$ cat config.mk
export PLATFORM = sky130hd
export DESIGN_NAME = rv32i_instr_encoder
export DESIGN_NICKNAME = d
export VERILOG_FILES = /design/src/rtl/rv32i_instr_encoder_pkg.sv /design/src/rtl/rv32i_instr_encoder_field_pack.sv /design/src/rtl/rv32i_instr_encoder.sv
export SDC_FILE = /design/constraint.sdc
export NUM_CORES = 1
export LEC_CHECK = 0
export BUFFER_PORTS_ARGS = -buffer_cell sky130_fd_sc_hd__clkbuf_2
export CAP_MARGIN = 20
export CORE_UTILIZATION = 47
export DETAILED_ROUTE_END_ITERATION = 8
export PLACE_DENSITY = 0.85
export SYNTH_ARGS = -nofsm -noshare
export SYNTH_HDL_FRONTEND = slang
export SYNTH_HIERARCHICAL = 1
export SYNTH_SLANG_ARGS = --single-unit
$ cat constraint.sdc
create_clock -name clk -period 1.9 [get_ports clk]
set_input_delay 0.38 -clock clk [delete_from_list [all_inputs] [get_ports clk]]
set_output_delay 0.38 -clock clk [all_outputs]
set_load 0.02 [all_outputs]
$ cat src/rtl/rv32i_instr_encoder_pkg.sv
// rtl/rv32i_instr_encoder_pkg.sv - shared RV32I opcodes, NOP word, immediate limits and word type
package rv32i_instr_encoder_pkg;

  localparam logic [6:0] OP_R    = 7'b0110011;
  localparam logic [6:0] OP_I    = 7'b0010011;
  localparam logic [6:0] OP_LOAD = 7'b0000011;
  localparam logic [6:0] OP_S    = 7'b0100011;
  localparam logic [6:0] OP_B    = 7'b1100011;

  localparam logic [31:0] NOP = 32'h0000_0013;

  localparam int IMM12_MIN = -2048;
  localparam int IMM12_MAX = 2047;
  localparam int IMM13_MIN = -4096;
  localparam int IMM13_MAX = 4094;

  typedef struct packed {
    logic [31:0] instr;
    logic        err;
  } enc_word_t;

  function automatic logic imm_in_range(input logic [31:0] imm, input int lo, input int hi);
    return ($signed(imm) >= lo) && ($signed(imm) <= hi);
  endfunction

endpackage

$ cat src/rtl/rv32i_instr_encoder_field_pack.sv
// rtl/rv32i_instr_encoder_field_pack.sv - combinational format selection and immediate range check
module rv32i_field_pack
  import rv32i_instr_encoder_pkg::*;
(
  input  logic [6:0]  opcode,
  input  logic [4:0]  rd,
  input  logic [4:0]  rs1,
  input  logic [4:0]  rs2,
  input  logic [2:0]  funct3,
  input  logic [6:0]  funct7,
  input  logic [31:0] imm,
  output enc_word_t   word
);

  logic imm12_ok;
  logic imm13_ok;

  assign imm12_ok = imm_in_range(imm, IMM12_MIN, IMM12_MAX);
  // Branch offsets must also be halfword aligned.
  assign imm13_ok = imm_in_range(imm, IMM13_MIN, IMM13_MAX) && !imm[0];

  always_comb begin
    word.instr = NOP;
    word.err   = 1'b1;
    case (opcode)
      OP_R: begin
        word.instr = {funct7, rs2, rs1, funct3, rd, opcode};
        word.err   = 1'b0;
      end
      OP_I, OP_LOAD: begin
        if (imm12_ok) begin
          word.instr = {imm[11:0], rs1, funct3, rd, opcode};
          word.err   = 1'b0;
        end
      end
      OP_S: begin
        if (imm12_ok) begin
          word.instr = {imm[11:5], rs2, rs1, funct3, imm[4:0], opcode};
          word.err   = 1'b0;
        end
      end
      OP_B: begin
        if (imm13_ok) begin
          word.instr = {imm[12], imm[10:5], rs2, rs1, funct3, imm[4:1], imm[11], opcode};
          word.err   = 1'b0;
        end
      end
      default: ;
    endcase
  end

endmodule

$ cat src/rtl/rv32i_instr_encoder.sv
// rtl/rv32i_instr_encoder.sv - RV32I field encoder with 2-entry skid output buffer and counters
module rv32i_instr_encoder
  import rv32i_instr_encoder_pkg::*;
#(
  parameter int CNT_W = 16
) (
  input  logic             clk,
  input  logic             reset,
  input  logic             in_valid,
  output logic             in_ready,
  input  logic [6:0]       opcode,
  input  logic [4:0]       rd,
  input  logic [4:0]       rs1,
  input  logic [4:0]       rs2,
  input  logic [2:0]       funct3,
  input  logic [6:0]       funct7,
  input  logic [31:0]      imm,
  output logic             out_valid,
  input  logic             out_ready,
  output logic [31:0]      instr,
  output logic             err,
  output logic [CNT_W-1:0] enc_count,
  output logic [CNT_W-1:0] err_count
);

  localparam logic [CNT_W-1:0] CNT_ONE = 1;

  enc_word_t  packed_word;
  enc_word_t  e0;
  enc_word_t  e1;
  logic [1:0] occ;
  logic [1:0] occ_next;
  logic       push;
  logic       pop;

  rv32i_field_pack u_field_pack (
    .opcode (opcode),
    .rd     (rd),
    .rs1    (rs1),
    .rs2    (rs2),
    .funct3 (funct3),
    .funct7 (funct7),
    .imm    (imm),
    .word   (packed_word)
  );

  assign push      = in_valid && in_ready;
  assign pop       = out_valid && out_ready;
  assign out_valid = (occ != 2'd0);
  assign instr     = e0.instr;
  assign err       = e0.err;

  always_comb begin
    occ_next = occ;
    if (push && !pop) begin
      occ_next = occ + 2'd1;
    end else if (pop && !push) begin
      occ_next = occ - 2'd1;
    end
  end

  // e0 is always the head; e1 is cleared on pop so an empty buffer presents instr=0.
  always_ff @(posedge clk) begin
    if (reset) begin
      e0        <= '0;
      e1        <= '0;
      occ       <= 2'd0;
      in_ready  <= 1'b1;
      enc_count <= '0;
      err_count <= '0;
    end else begin
      occ      <= occ_next;
      in_ready <= (occ_next != 2'd2);
      if (pop) begin
        if (push && occ == 2'd1) begin
          e0 <= packed_word;
        end else begin
          e0 <= e1;
        end
        e1 <= (push && occ == 2'd2) ? packed_word : '0;
        if (enc_count != '1) begin
          enc_count <= enc_count + CNT_ONE;
        end
        if (e0.err && err_count != '1) begin
          err_count <= err_count + CNT_ONE;
        end
      end else if (push) begin
        if (occ == 2'd0) begin
          e0 <= packed_word;
        end else begin
          e1 <= packed_word;
        end
      end
    end
  end

endmodule

### Word level (Yosys, flattened, before mapping)

Index checks and enable logic that the tools add are counted.

| operators by class | value |
|---|---|
| order comparisons | 4 |
| mux-type cells | 14 |
| equal/unequal tests | 11 |
| reductions and logical operators | 22 |
| $add $sub $neg | 4 |

Operator list:

| cell | number |
|---|---|
| $mux 33 | 11 |
| $pmux 33 s4 | 1 |
| $add 16x1->16 const B | 2 |
| $ge 32x12->1 const B | 1 |
| $ge 32x13->1 const B | 1 |
| $le 32x12->1 const B | 1 |
| $le 32x13->1 const B | 1 |
| $ne 16x16->1 const B | 2 |
| $eq 7x6->1 const B | 2 |
| $logic_and 1x1->1 | 10 |
| $reduce_and 2->1 | 4 |
| $eq 7x2->1 const B | 1 |
| $eq 7x5->1 const B | 1 |
| $eq 7x7->1 const B | 1 |
| $reduce_bool 2->1 | 3 |
| $mux 2 | 2 |
| $ne 2x2->1 const B | 2 |
| $logic_not 1->1 | 3 |
| $add 2x1->2 const B | 1 |
| $eq 2x1->1 const B | 1 |
| $eq 2x2->1 const B | 1 |
| $logic_not 2->1 | 1 |
| $reduce_or 2->1 | 1 |
| $sub 2x1->2 const B | 1 |

| word-level totals | value |
|---|---|
| flip-flop bits (word level) | 101 |
| word-level logic and storage cells | 63 |

### Depth between registers and ports, before layout

Gate-level depths: netlist of the first run.

| logic depth | value |
|---|---|
| depth in word-level cells | 8 |
| mapped depth | 9 |
| gate-level depth less buffers | 8 |

### By module

The synthesis of the first run kept the hierarchy.

Modules (own cells, without submodules):

| module | times used | area an instance (um2) | cells each |
|---|---|---|---|
| rv32i_instr_encoder | 1 | 4235.3 | 479 |
| rv32i_field_pack | 1 | 555.5 | 79 |

### Worst setup path after synthesis of the first run

No wires, ideal clock.

| timing path | value |
|---|---|
| path type | input port to flip-flop |
| from | in imm[25] |
| to | reg e0 (netlist bit instr[25]) |
| arrival time | 1948 ps |
| required time | 1830 ps |
| cell stages on the path | 8 |
| slack | -119 ps |
| cells stage by stage | or4_1 > nor2_1 > nand3b_1 > a211oi_4 > a211o_2 > a22o_2 > nand2_1 > a21oi_1 |

RTL lines:

| item | line | text |
|---|---|---|
| from (decl) | rv32i_instr_encoder.sv:17 | `input logic [31:0] imm,` |
| to (signal assigned) | rv32i_instr_encoder.sv:76 | `e0 <= packed_word;` |
| to (signal assigned) | rv32i_instr_encoder.sv:89 | `e0 <= packed_word;` |
| to (decl) | rv32i_instr_encoder.sv:29 | `enc_word_t e0;` |

==> results.json, run 1 <==
{
  "ys_async_sr_fraction": 0,
  "htreeDepth": 3,
  "layout-drive-gt1-share": 0.363,
  "cts_made_buffers": 9,
  "fin_hold_ws_ns": 0.382,
  "ir_drop_v": 0.000498,
  "cts_tree": "built",
  "startpoint_type": "primary input",
  "max_freq_mhz": 526,
  "grt_pass1_vias": 4771,
  "rsz0062_at_grt": "true",
  "maxCapViolCount": 0,
  "num_antenna_cells": 0,
  "synthAdderAreaFrac": 0.0178,
  "synth_area_per_cell_um2": 8.59,
  "crit_type": "in -> reg",
  "gr-usage-all-layers": 0.251,
  "root_buffer": "clkbuf_8",
  "required_ns": 2.19,
  "die_h_um": 103,
  "drtAntennaViolNets": 0,
  "routabilityCongestion": 0.930,
  "synthToLayoutAreaGrowth_pct": 29.7,
  "synth_cells": 558,
  "start_util": 0.488,
  "rows": 36,
  "cts_sinks": 101,
  "multi_input_area_um2": 2720,
  "routedWlPerCell_um": 15.7,
  "grt_antenna_before_repair": 0,
  "die-area_um2": 10600,
  "grt_pass1_wl_mm": 21.2,
  "worst-path-max-fanout": 4,
  "critPathBufInv": 1,
  "max_stage_delay_ns": 0.54,
  "p_total_uw": 5640,
  "dr.pass1.iters": 5,
  "fin_nets": 782,
  "leakagePower_uw": 0.00243,
  "synth_compound_area_frac": 0.267,
  "postCtsHoldBufs": 0,
  "worstPathArrival_ns": 2.19,
  "drtIter0Drc": 300,
  "fin_skew_ns": 0.0144,
  "hold_class": "in -> reg",
  "synth_top_family_by_area": "compound AO/OA/AOI/OAI gates",
  "synth_area_um2": 4790,
  "regArea_um2": 2030,
  "clk_pin_slew_ns": 0.10,
  "ioPinCount": 135,
  "ys_ff_latch": 101,
  "synth-xor-area-share": 0.00366,
  "power_density_nw_per_um2": 908,
  "fin_setup_tns_ns": 0,
  "seq_area_frac_synth": 0.422,
  "status": "complete, no violations",
  "cts_buffer_depth": 2,
  "cpMaxStageDelayCell": "or4_4",
  "io_buffers": 134,
  "synthSimpleGateAreaFrac": 0.221,
  "yosys_warnings": 6,
  "crit_chain": "buf_6 -> or4_4 -> nor2_4 -> nand2_2 -> a211oi_4 -> a21o_1 -> a22o_1 -> a22oi_2 -> nor2_1",
  "finalMaxSlewViolations": 0,
  "routed_wl_mm": 13.3,
  "final_hold_viol_count": 0,
  "endpoint_kind": "flip-flop",
  "nFillCells": 865,
  "viasPerCell": 5.83,
  "synth-edff-count": 0,
  "core_um2": 9820,
  "route.detailed.drc": 0,
  "ys_dominant_reg_cell": "dfxtp_1",
  "ff2ff_setup_slack_ns": 0.03,
  "overflow": 0,
  "setup_viol": 0,
  "ys_types": 54,
  "clk_latency_ns": 0.36,
  "vias": 4935,
  "fin_crit_ns": 1.90,
  "path_delay_family": "simple AND/OR/NAND/NOR gates",
  "synth.area.mux_share": 0.0230,
  "grt_start_max_net_pins": 39,
  "hpwl_mm": 9.34,
  "fin_crit_sh": 1.00,
  "fp.dieW_um": 103
}
## tightest hold or removal path, cell delays in order
cell      delay [ns]
clkbuf_2        0.08
and2_1          0.13
nand2_1         0.05
a21oi_1         0.06
## per-stage QoR
step	cell area, um2	setup slack, ns	utilization	std cells
floorplan	4810	-0.119	-	560
global placement	5830	-0.290	0.594	827
detailed placement	5830	-0.359	0.594	827
CTS	6050	0.0113	0.617	844
global route	6210	-0.0947	0.633	846
finish	6210	0.000453	0.633	846
## final timing paths
check,end,from,depth (start not counted)
max,e1[9],imm[23],9
min,instr[12],funct3[0],4
max reg2reg,err_count[5],err_count[0],6
min reg2reg,e1[22],e1[22],2
## state kept, by name, indices dropped and copies added, names as in the netlist
signal	count
in_ready	1
err_count	16
occ	2
e1	33
instr	32
err	1
enc_count	16
## logic make-up (layout without fill, tap and decap cells)
family / Yosys count / after routing
and+or+nand+nor: 204 / 204
AOI/OAI and AO/OA: 182 / 182
DFF: 101 / 101
buffers and inverters: 50 / 203
muxes: 10 / 10
adders and majority gates: 7 / 7
other: 2 / 4
xor gates and xnor gates: 2 / 2
## cells in the final DEF (no fill, tap or decap), types with 4 or more instances in the layout
cell type	synthesis	routed
dfxtp_2	0	5
and4_1	6	4
inv_1	10	8
clkbuf_8	0	10
a21oi_2	0	9
a22oi_1	66	65
buf_4	4	36
nand4_1	13	13
o21ai_0	9	8
buf_6	0	6
or4_1	13	10
or3_1	7	6
clkbuf_2	0	132
and2_1	12	12
ha_1	6	5
a21oi_1	58	49
nor2_1	49	48
o31ai_1	12	12
conb_1	2	4
mux2_2	8	8
nor4_1	6	5
a22o_2	10	10
nand3_1	11	10
dfxtp_1	101	96
a22o_1	5	5
nand2_1	58	56
or4_4	2	5
nor2b_1	8	7
## routing by layer
metal	vias up	GRT usage	part of all wire
met5	-	0	0
met4	0	0.107	0.019
met3	26	0.0508	0.062
met2	189	0.457	0.51
met1	2344	0.283	0.41
li1	2376	-	-
## cells in the mapped netlist (5+ instances only)
cell type	number	area, um2
a21oi_1	58	290
a22o_1	5	43.8
a22o_2	10	100
a22oi_1	66	495
and2_1	12	75.1
and4_1	6	52.6
buf_2	7	35.0
clkbuf_1	29	109
dfxtp_1	101	2020
ha_1	6	75.1
inv_1	10	37.5
mux2_2	8	90.1
nand2_1	58	218
nand3_1	11	55.1
nand4_1	13	81.3
nor2_1	49	184
nor2b_1	8	50.1
nor4_1	6	37.5
o21ai_0	9	45.0
o31ai_1	12	90.1
or3_1	7	43.8
or4_1	13	97.6
## repair_timing
action / CTS / global route
resized for setup: 5 / 40
endpoints found under the hold margin: 0 / 0
pin swaps: 2 / 18
setup endpoints to repair: 16 / 87
cloned: 0 / 0
buffers inserted: 1 / 2
## area by class of cell
| cell class | instances | area share |
|---|---|---|
| Clock buffer | 10 | 0.0222 |
| Tap cell | 133 | 0.0268 |
| Clock inverter | 6 | 0.0113 |
| Sequential cell | 101 | 0.326 |
| Inverter | 10 | 0.00604 |
| Timing Repair Buffer | 177 | 0.170 |
| Multi-Input combinational cell | 409 | 0.437 |
## report_power, final
group / internal, uW / total (uW) / switching (uW)
registers: 2230 / 2300 / 71.8
logic: 703 / 1910 / 1210
clock network: 657 / 1430 / 770
(Power assumes the default switching activity.)
==> inputs of run 2 (changes only) <==
--- a/config.mk
+++ b/config.mk
@@ -7,9 +7,11 @@
 export LEC_CHECK = 0
 export BUFFER_PORTS_ARGS = -buffer_cell sky130_fd_sc_hd__clkbuf_2
 export CAP_MARGIN = 20
-export CORE_UTILIZATION = 47
+export CELL_PAD_IN_SITES_DETAIL_PLACEMENT = 0
+export CELL_PAD_IN_SITES_GLOBAL_PLACEMENT = 1
+export CORE_UTILIZATION = 38
 export DETAILED_ROUTE_END_ITERATION = 8
-export PLACE_DENSITY = 0.85
+export PLACE_DENSITY = 0.88
 export SYNTH_ARGS = -nofsm -noshare
 export SYNTH_HDL_FRONTEND = slang
 export SYNTH_HIERARCHICAL = 1
==> constraint.sdc (replaced) <==
create_clock -name clk -period 2 [get_ports clk]
set_input_delay 0.4 -clock clk [delete_from_list [all_inputs] [get_ports clk]]
set_output_delay 0.4 -clock clk [all_outputs]
set_load 0.02 [all_outputs]
==> results.json, run 2 (synthesis gave the netlist of run 1 again) <==
{
  "status": "complete, no violations",
  "maxCapViolCount": 0,
  "fin_crit_ns": 1.94,
  "fin_setup_tns_ns": 0,
  "power_density_nw_per_um2": 940,
  "crit_chain": "buf_6 -> or4_4 -> nor2_4 -> nand2_2 -> a211oi_4 -> a21o_1 -> a22o_1 -> a22oi_2 -> nor2_1",
  "drtIter0Drc": 461,
  "clk_pin_slew_ns": 0.07,
  "required_ns": 2.28,
  "setup_viol": 0,
  "max_stage_delay_ns": 0.54,
  "cpMaxStageDelayCell": "or4_4",
  "io_buffers": 134,
  "worst-path-max-fanout": 4,
  "cts_made_buffers": 9,
  "core_um2": 12200,
  "grt_pass1_wl_mm": 22.2,
  "overflow": 0,
  "grt_pass1_vias": 4665,
  "num_antenna_cells": 0,
  "die_h_um": 114,
  "ir_drop_v": 0.000500,
  "max_freq_mhz": 517,
  "crit-reg2reg-launch": "occ[1]",
  "gr-usage-all-layers": 0.213,
  "ff2ff_setup_slack_ns": 0.07,
  "startpoint_type": "primary input",
  "p_int_uw": 3900,
  "power.share.clock": 0.281,
  "cts_sinks": 101,
  "largest_register_ff_count": 33,
  "rows": 40,
  "routabilityCongestion": 0.866,
  "worst_slack_ns": 0.0645,
  "htreeDepth": 3,
  "viasPerCell": 5.59,
  "routed_wl_mm": 14.1,
  "drtAntennaViolNets": 0,
  "crit_type": "in -> reg",
  "fin_skew_ns": 0.00588,
  "dr.pass1.iters": 5,
  "layout_commonest_cell": "clkbuf_2",
  "vias": 4915,
  "synthToLayoutAreaGrowth_pct": 32.7,
  "root_buffer": "clkbuf_16",
  "worstPathArrival_ns": 2.21,
  "fp.dieW_um": 114,
  "fin_hold_ws_ns": 0.423,
  "hp-start": "rs1[2]",
  "clk_latency_ns": 0.35,
  "rsz0062_at_grt": "true",
  "postCtsHoldBufs": 0,
  "layout_common_cells": "132 x clkbuf_2, 99 x dfxtp_1, 65 x a22oi_1, 56 x nand2_1, 54 x a21oi_1",
  "fin_area_um2": 6360,
  "hold_class": "in -> reg",
  "grt_antenna_before_repair": 0,
  "routedWlPerCell_um": 16.1,
  "hpwl_mm": 9.35,
  "grt_start_max_net_pins": 49,
  "startpoint": "imm[19]",
  "die-area_um2": 13100,
  "route.detailed.drc": 0,
  "switching_share": 0.347,
  "cts_buffer_depth": 2,
  "pre_cts_ws_ns": -0.340,
  "placed_cell_area_um2": 5830,
  "netSwitchingPower_uw": 2070,
  "p_seq_frac": 0.368,
  "finalMaxSlewViolations": 0,
  "cts_tree": "built",
  "ioPinCount": 135,
  "fin_crit_sh": 0.968,
  "fin_nets": 780,
  "regMostFlops": "e1",
  "final_hold_viol_count": 0,
  "p_comb_frac": 0.351,
  "endpoint_kind": "flip-flop",
  "postLayoutCoreUtil": 0.523,
  "start_util": 0.394,
  "layout-drive-gt1-share": 0.339,
  "worst_pin_slew_ns": 0.518,
  "slew_headroom": 0.655,
  "leakagePower_uw": 0.00249
}
[run 2: layer usage]
layer / track usage / vias up / wire length [um]
li1: - / 2378 / -
met5: 0 / - / 0
met3: 0.0603 / 7 / 809
met1: 0.247 / 2370 / 6020
met4: 0.0511 / 0 / 103
met2: 0.387 / 160 / 7210
[run 2: final timing paths]
path	cells after the start	to
max	9	e1[11]
min	4	instr[17]
max reg2reg	11	e1[22]
min reg2reg	2	err_count[15]
[run 2: critical path: cells and delay by family]
family,cells,cell delay (ns)
compound gates,4,0.84
buf+inv,1,0.09
simple gates,4,0.87
[run 2: stage by stage]
stage          std cells  total power, uW
2_1_floorplan        560             3220
3_3_place_gp         853             3910
3_5_place_dp         853             3950
4_1_cts              874             5900
5_1_grt              879             6270
6_report             879             5980
[run 2: power by group through the flow]
| stage | combinational, uW | sequential (uW) | clock [uW] |
|---|---|---|---|
| after floorplan | 930 | 2290 | 0 |
| after global placement | 1680 | 2230 | 0 |
| after detailed placement | 1720 | 2230 | 0 |
| after CTS | 1970 | 2190 | 1730 |
| after global routing | 2250 | 2210 | 1810 |
| final | 2100 | 2200 | 1680 |
[run 2: final cells by class]
type	count	area, um2
Fill cell	1129	5800
Multi-Input combinational cell	409	2670
Sequential cell	101	2020
Timing Repair Buffer	175	1120
Clock buffer	13	270
Tap cell	168	210
Inverter	10	37.5
Clock inverter	3	18.8
[run 2: repair_timing]
item | in CTS | in global routing
buffers inserted | 3 | 4
endpoints found under the hold margin | 0 | 0
cloned | 2 | 2
pin swaps | 0 | 10
gates resized for setup | 7 | 25
endpoints found under the setup margin | 17 | 77
